### src/rtl/obstacle_spawner.sv
// obstacle_spawner: requests a random X from the generator, spawns an obstacle
// above the screen, steps it down once per frame, and retires it on exit or hit.
// After retiring, it waits a fixed number of frames before the next request.
module obstacle_spawner #(
    parameter int unsigned SIZE_BITS   = 8,
    parameter int unsigned X_MIN       = 0,
    parameter int unsigned X_MAX       = 607,
    parameter int unsigned X_SHIFT     = 1,
    parameter int unsigned OBJ_H       = 32,
    parameter int unsigned SCREEN_H    = 480,
    parameter int unsigned SPEED       = 2,
    parameter int unsigned SPAWN_DELAY = 60
) (
    input  logic                 clk,
    input  logic                 resetN,
    input  logic                 startOfFrame,
    input  logic                 collision,
    input  logic [SIZE_BITS-1:0] rand_val,
    output logic                 rand_req,
    output logic [10:0]          topLeftX,
    output logic signed [10:0]   topLeftY,
    output logic                 obstacle_active,
    output logic [7:0]           hit_count
);

    // A zero delay is treated as a one-frame delay.
    localparam int unsigned DELAY_EFF = (SPAWN_DELAY == 0) ? 1 : SPAWN_DELAY;
    localparam int unsigned CNT_W     = $clog2(DELAY_EFF + 1);
    localparam logic [CNT_W-1:0]   CNT_LAST   = CNT_W'(DELAY_EFF - 1);
    localparam logic [11:0]        SPAWN_Y12  = 12'(0 - OBJ_H);
    localparam logic signed [11:0] SCREEN_H12 = 12'(SCREEN_H);
    localparam logic [11:0]        X_MAX12    = 12'(X_MAX);

    typedef enum logic [2:0] {
        S_WAIT,
        S_REQ,
        S_HOLD,
        S_CAPTURE,
        S_FALL
    } state_t;

    state_t            state_q, state_d;
    logic [CNT_W-1:0]  cnt_q, cnt_d;
    logic              req_q, req_d;
    logic [10:0]       x_q, x_d;
    logic [10:0]       y_q, y_d;
    logic              act_q, act_d;
    logic [7:0]        hit_q, hit_d;

    logic [11:0]        x_map;
    logic [10:0]        x_clamp;
    logic signed [11:0] y_step;

    // Next-state and next-output logic for the spawn/fall sequence.
    always_comb begin
        state_d = state_q;
        cnt_d   = cnt_q;
        req_d   = 1'b0;
        x_d     = x_q;
        y_d     = y_q;
        act_d   = act_q;
        hit_d   = hit_q;

        x_map   = 12'(X_MIN) + (12'(rand_val) << X_SHIFT);
        x_clamp = (x_map > X_MAX12) ? X_MAX12[10:0] : x_map[10:0];
        y_step  = $signed({y_q[10], y_q}) + $signed(12'(SPEED));

        case (state_q)
            S_WAIT: begin
                if (startOfFrame) begin
                    if (cnt_q == CNT_LAST) begin
                        cnt_d   = '0;
                        req_d   = 1'b1;
                        state_d = S_REQ;
                    end else begin
                        cnt_d = cnt_q + 1'b1;
                    end
                end
            end
            S_REQ: begin
                state_d = S_HOLD;
            end
            S_HOLD: begin
                state_d = S_CAPTURE;
            end
            S_CAPTURE: begin
                x_d     = x_clamp;
                y_d     = SPAWN_Y12[10:0];
                act_d   = 1'b1;
                state_d = S_FALL;
            end
            S_FALL: begin
                // A hit takes priority over a frame step on the same clock.
                if (collision && act_q) begin
                    act_d   = 1'b0;
                    hit_d   = hit_q + 8'd1;
                    state_d = S_WAIT;
                end else if (startOfFrame) begin
                    y_d = y_step[10:0];
                    if (y_step >= SCREEN_H12) begin
                        act_d   = 1'b0;
                        state_d = S_WAIT;
                    end
                end
            end
            default: begin
                state_d = S_WAIT;
            end
        endcase
    end

    // State and output registers with asynchronous active-low reset.
    always_ff @(posedge clk or negedge resetN) begin
        if (!resetN) begin
            state_q <= S_WAIT;
            cnt_q   <= '0;
            req_q   <= 1'b0;
            x_q     <= 11'(X_MIN);
            y_q     <= SPAWN_Y12[10:0];
            act_q   <= 1'b0;
            hit_q   <= '0;
        end else begin
            state_q <= state_d;
            cnt_q   <= cnt_d;
            req_q   <= req_d;
            x_q     <= x_d;
            y_q     <= y_d;
            act_q   <= act_d;
            hit_q   <= hit_d;
        end
    end

    assign rand_req        = req_q;
    assign topLeftX        = x_q;
    assign topLeftY        = $signed(y_q);
    assign obstacle_active = act_q;
    assign hit_count       = hit_q;

endmodule

### config.mk
export PLATFORM = sky130hd
export DESIGN_NAME = obstacle_spawner
export DESIGN_NICKNAME = d
export VERILOG_FILES = /design/src/rtl/obstacle_spawner.sv
export SDC_FILE = /design/constraint.sdc
export NUM_CORES = 1
export LEC_CHECK = 0
export CORE_MARGIN = 4
export CORE_UTILIZATION = 50
export DETAILED_ROUTE_END_ITERATION = 8
export MAX_ROUTING_LAYER = met4
export PLACE_DENSITY = 0.86
export SYNTH_ARGS = -nofsm -noshare
export SYNTH_HDL_FRONTEND = slang
export SYNTH_SLANG_ARGS = --single-unit
### constraint.sdc
create_clock -name clk -period 4.3 [get_ports clk]
set_input_delay 0.86 -clock clk [delete_from_list [all_inputs] [get_ports clk]]
set_output_delay 0.86 -clock clk [all_outputs]
set_load 0.02 [all_outputs]
==> After elaboration in Yosys (flattened, before gate mapping) <==
Index checks and enable logic that the tools add are counted.
{ "word_totals": {"ff_bits": 41, "in_bits": 12, "output_inout_bits": 32, "wordCells": 49} }
{ "op_classes": {"n_addsub": 3, "magnitude_cmp": 2, "n_eq_ne": 11, "n_mux": 18, "n_reduce_logical": 8} }
{ "ops": {"columns": ["op", "n"], "rows": [
  ["11-bit 2-to-1 mux", 2],
  ["11-bit one-hot mux with 2 select lines", 1],
  ["3-bit 2-to-1 mux", 5],
  ["3-bit one-hot mux with 5 select lines", 1],
  ["11-bit by 3-bit adder with 12-bit output (second input constant)", 1],
  ["12-bit by 10-bit >= comparator with 1-bit output (second input constant)", 1],
  ["9-bit by 10-bit greater-than comparator with 1-bit output (second input constant)", 1],
  ["10-bit 2-to-1 mux", 1],
  ["8-bit by 1-bit adder with 8-bit output (second input constant)", 1],
  ["2-bit != test (second input constant)", 4],
  ["6-bit by 1-bit adder with 6-bit output (second input constant)", 1],
  ["3-bit by 2-bit equality test with 1-bit output (second input constant)", 2],
  ["6-bit equality test (second input constant)", 1],
  ["1-bit 2-to-1 mux", 6],
  ["6-bit 2-to-1 mux", 1],
  ["3-bit != test (second input constant)", 2],
  ["3-bit AND reduction", 2],
  ["2-bit AND reduction", 2],
  ["4-bit AND reduction", 1],
  ["3-bit by 1-bit equality test with 1-bit output (second input constant)", 1],
  ["3-bit equality test (second input constant)", 1],
  ["3-bit logical NOT", 1],
  ["1-bit one-hot mux with 2 select lines", 1],
  ["2-bit nonzero test", 1],
  ["1-bit logical AND", 1]
]} }

==> Logic depth before layout (Yosys ltp) <==
{ "logic_depth": {"word_depth": 6, "ltp_mapped": 6, "depth_no_buf": 5} }

==> Least setup slack after synthesis <==
OpenSTA, ideal clock, no wires.
{ "synth_path": {"path_type": "input-to-reg", "startpoint": "in startOfFrame", "endpoint": "reg cnt_q[3]", "setup_ns": 0.118, "arrival_time_ns": 1.618, "required_ns": 4.182, "slack_ns": 2.564, "cell_stages": 3, "path_buffers": 0, "path_cell_list": "nor4b_2 o21ai_0 a21o_1"} }
{ "synth_via": {"elab_chain_cells": 1} }
{ "synth_rtl": {"columns": ["element", "line_no", "rtl"], "rows": [
  ["start, declared", "16", "input logic startOfFrame,"],
  ["2-bit AND reduction (no source line)", null, null],
  ["end signal, assigned", "124", "cnt_q <= cnt_d;"],
  ["end, declared", "43", "logic [CNT_W-1:0] cnt_q, cnt_d;"]
]} }
No other way between the ends.
A chain may end at the register's enable or synchronous reset.

==> Final worst setup path <==
{ "layout_path": {"startpoint": "reg y_q[5], in the netlist topLeftY[5]", "endpoint": "out topLeftY[5]"} }
{ "layout_lines": {"columns": ["element", "line_no", "rtl"], "rows": [
  ["start, declared", "46", "logic [10:0] y_q, y_d;"],
  ["start signal, assigned", "119", "y_q <= SPAWN_Y12[10:0];"],
  ["start signal, assigned", "127", "y_q <= y_d;"],
  ["end, declared", "21", "output logic signed [10:0] topLeftY,"]
]} }
No word-level cell between the ends.

==> flow_summary.yaml <==
run_status:
  status: "completed"
run:
  cap_violations: 0
synthesis:
  avgSynthCellArea_um2: 10.5
  synthCells: 178
  ys_types: 44
  synth_top_family_by_area: "simple AND/OR/NAND/NOR gates"
  netlist_area_mm2: 0.00187
  async_flop_share: 1.00
  yosys.area_share.simple: 0.192
  synth_fa_ha_area_frac: 0.0201
  yosysSeqAreaShare: 0.500
  synthXorXnorAreaFrac: 0.0376
  synth_compound_area_frac: 0.144
  yosys_most_used_dff: "dfrtp_1"
  synthMuxAreaShare: 0.0651
  yosys_register_bits: 37
  synth_edf_count: 0
  synth_warnings: 0
die:
  initial_core_util: 0.538
  fp.dieH_um: 69.1
  io_pins: 44
  die_width_um: 69.1
  rows: 21
  dieArea_mm2: 0.00477
  core-area_mm2: 0.00347
worst_setup_path:
  crit_required_ns: 3.44
  worstPathArrival_ns: 1.56
  cp_num_buf_inv: 1
  max_stage_delay_ns: 0.64
  critPathMaxFanout: 11
  slowest_stage: "dfstp_2"
  critPathKind: "register to output pin"
  critPathTopFamily: "flip-flops"
  crit_path_end_kind: "output pin"
  crit_path_cell_trace: "clkdlybuf4s50_1"
  start_kind: "register"
grt:
  first_global_vias: 1392
  gr-usage-met2: 0.272
  grt_max_degree: 38
  grt_use_met1: 0.216
  antenna_found_initial: 0
  grt_usage: 0.174
  top_usage_layer: "met2"
  grt_overflow: 0
  use_met3: 0.0538
  grt_pass1_wl_um: 6640
clock_tree:
  postCtsSetupBuffers: 0
  cts_made_buffers: 5
  clk_pin_slew_worst_paths_ns: 0.07
  ctsHoldBuffers: 0
  clk-insertion-delay-late_ns: 0.29
  post_cts_resized: 0
  cts_tree: "yes"
  clk_path_buf_depth: 2
  root_buffer: "clkbuf_8"
  clock-sinks: 37
  h-tree-depth: 2
sta:
  worst_slew_margin_rel: 0.474
  worst-slew-pin-transition_ns: 0.789
  final.setup.tns_ns: 0
  rsz0062_at_grt: "no"
  finalCritPeriodShare: 0.563
  min_period_ns: 2.42
  clock_skew_ns: 0.00353
  max_freq_ghz: 0.413
  hold_viol: 0
  setup_viol_count_final: 0
  slew_violations: 0
final_layout:
  area_growth_pct: 25.6
  fillers: 284
  fin_nets: 232
  antenna_cells: 0
  drive_gt1_frac: 0.124
  fin_area_mm2: 0.00234
drt:
  first_iter_violations: 98
  drt_pass1_iterations: 4
  vias: 1484
  vias_per_cell: 5.62
  drc: 0
  wire_per_inst_um: 14.2
  route.antenna.remaining_nets: 0
  totalWireLength_um: 3750
pwr:
  p_per_area_mw_per_mm2: 630
  peakVddDrop_mv: 0.286
  p_leak_nw: 1.03
placement:
  place_congestion: 0.846
  placed_cell_area_mm2: 0.00226
  hpwl_um: 2580
  portBuffers: 39
min_path:
  hp-class: "register to register"
[cell usage in the layout, fill, tap and decap left out, types with 2 or more instances in the layout]
| cell type | count |
|---|---|
| clkdlybuf4s50_1 | 38 |
| o21a_1 | 3 |
| ha_1 | 3 |
| xor2_1 | 3 |
| nand2_1 | 19 |
| nor3_1 | 6 |
| clkinv_2 | 2 |
| dfstp_2 | 6 |
| nand4_1 | 8 |
| xnor2_1 | 5 |
| mux2i_1 | 2 |
| nor2_1 | 8 |
| and3_1 | 7 |
| nand3_1 | 7 |
| o21ai_0 | 10 |
| mux2_2 | 9 |
| o31ai_1 | 2 |
| a21o_1 | 4 |
| inv_1 | 3 |
| and2_1 | 2 |
| a21oi_1 | 7 |
| nand3b_1 | 2 |
| conb_1 | 4 |
| nand2b_1 | 2 |
| clkbuf_8 | 5 |
| dfrtp_1 | 31 |
[path summary, 6_finish.rpt]
kind	from	to	slack (ns)	cells after the start
worst min register to register	hit_count[5]	hit_count[5]	0.48	1
worst min-delay path	hit_count[5]	hit_count[5]	0.48	1
worst max register to register	topLeftY[1]	obstacle_active	2.50	5
worst max-delay path	topLeftY[5]	topLeftY[5]	1.88	1
max in group asynchronous	resetN	obstacle_active	3.15	1
min in group asynchronous	resetN	topLeftY[4]	0.65	1
[per-stage QoR]
stage                     total power, mW  utilization  hold WS [ns]  instances  setup slack (ns)
after floorplan                      1.00            -         0.468        181              2.56
after global placement               1.22        0.651         0.462        256              1.79
after detailed placement             1.24        0.651         0.483        256              1.73
after CTS                            1.48        0.676         0.490        264              1.87
after global routing                 1.57        0.676         0.509        264              1.83
final                                1.48        0.676         0.481        264              1.88
[cells by family (layout without fill, tap and decap cells)]
kind of cell    Yosys count  in the layout
simple gates             66             66
other cells               1              4
buf+inv                  13             50
compound gates           39             39
xor+xnor                  8              8
fa+ha+maj                 3              3
flops                    37             37
mux                      11             11
[worst reg2reg max path, stage by stage, from the launching register on]
cell,delay (ns)
dfrtp_1,0.47
ha_1,0.25
nand3_1,0.15
nor3_1,0.35
mux2i_1,0.33
o32ai_1,0.13
[flip-flops by register name, indices dropped and copies added (netlist names)]
signal / flops
topLeftX: 8
obstacle_active: 1
rand_req: 1
hit_count: 8
topLeftY: 10
state_q: 3
cnt_q: 6
[report_power, final]
part,switching [mW],internal [mW]
sequential,0.161,0.487
clock,0.129,0.112
combinational,0.287,0.300
[layer usage]
layer  wire length (um)  part of all wire
met2               1850              0.49
met5                  0                 0
met1               1640              0.44
met3                206             0.055
met4                 48             0.013
[Yosys cell counts (2+ instances only)]
cell	instances	area share
dfrtp_1	31	0.42
nand2_1	19	0.038
o21ai_0	10	0.027
mux2_2	9	0.054
nand4_1	8	0.027
nor2_1	8	0.016
a21oi_1	7	0.019
and3_1	7	0.023
nand3_1	7	0.019
dfstp_2	6	0.085
nor3_1	6	0.016
buf_4	5	0.020
xnor2_1	5	0.023
a21o_1	4	0.016
buf_2	4	0.011
ha_1	3	0.020
inv_1	3	0.0060
o21a_1	3	0.012
xor2_1	3	0.014
and2_1	2	0.0067
mux2i_1	2	0.011
nand2b_1	2	0.0067
nand3b_1	2	0.0080
o31ai_1	2	0.0080
[cell type report]
| type | instances | area (um2) | share of cell area |
|---|---|---|---|
| sequential | 37 | 933 | 0.398 |
| tap | 46 | 57.6 | 0.0246 |
| timing repair buffer | 39 | 385 | 0.164 |
| clock inverter | 3 | 17.5 | 0.00747 |
| clock buffer | 5 | 68.8 | 0.0294 |
| inverter | 3 | 11.3 | 0.00481 |
| multi-input combinational | 131 | 870 | 0.371 |
No activity file was read; power rests on OpenSTA's default activity.
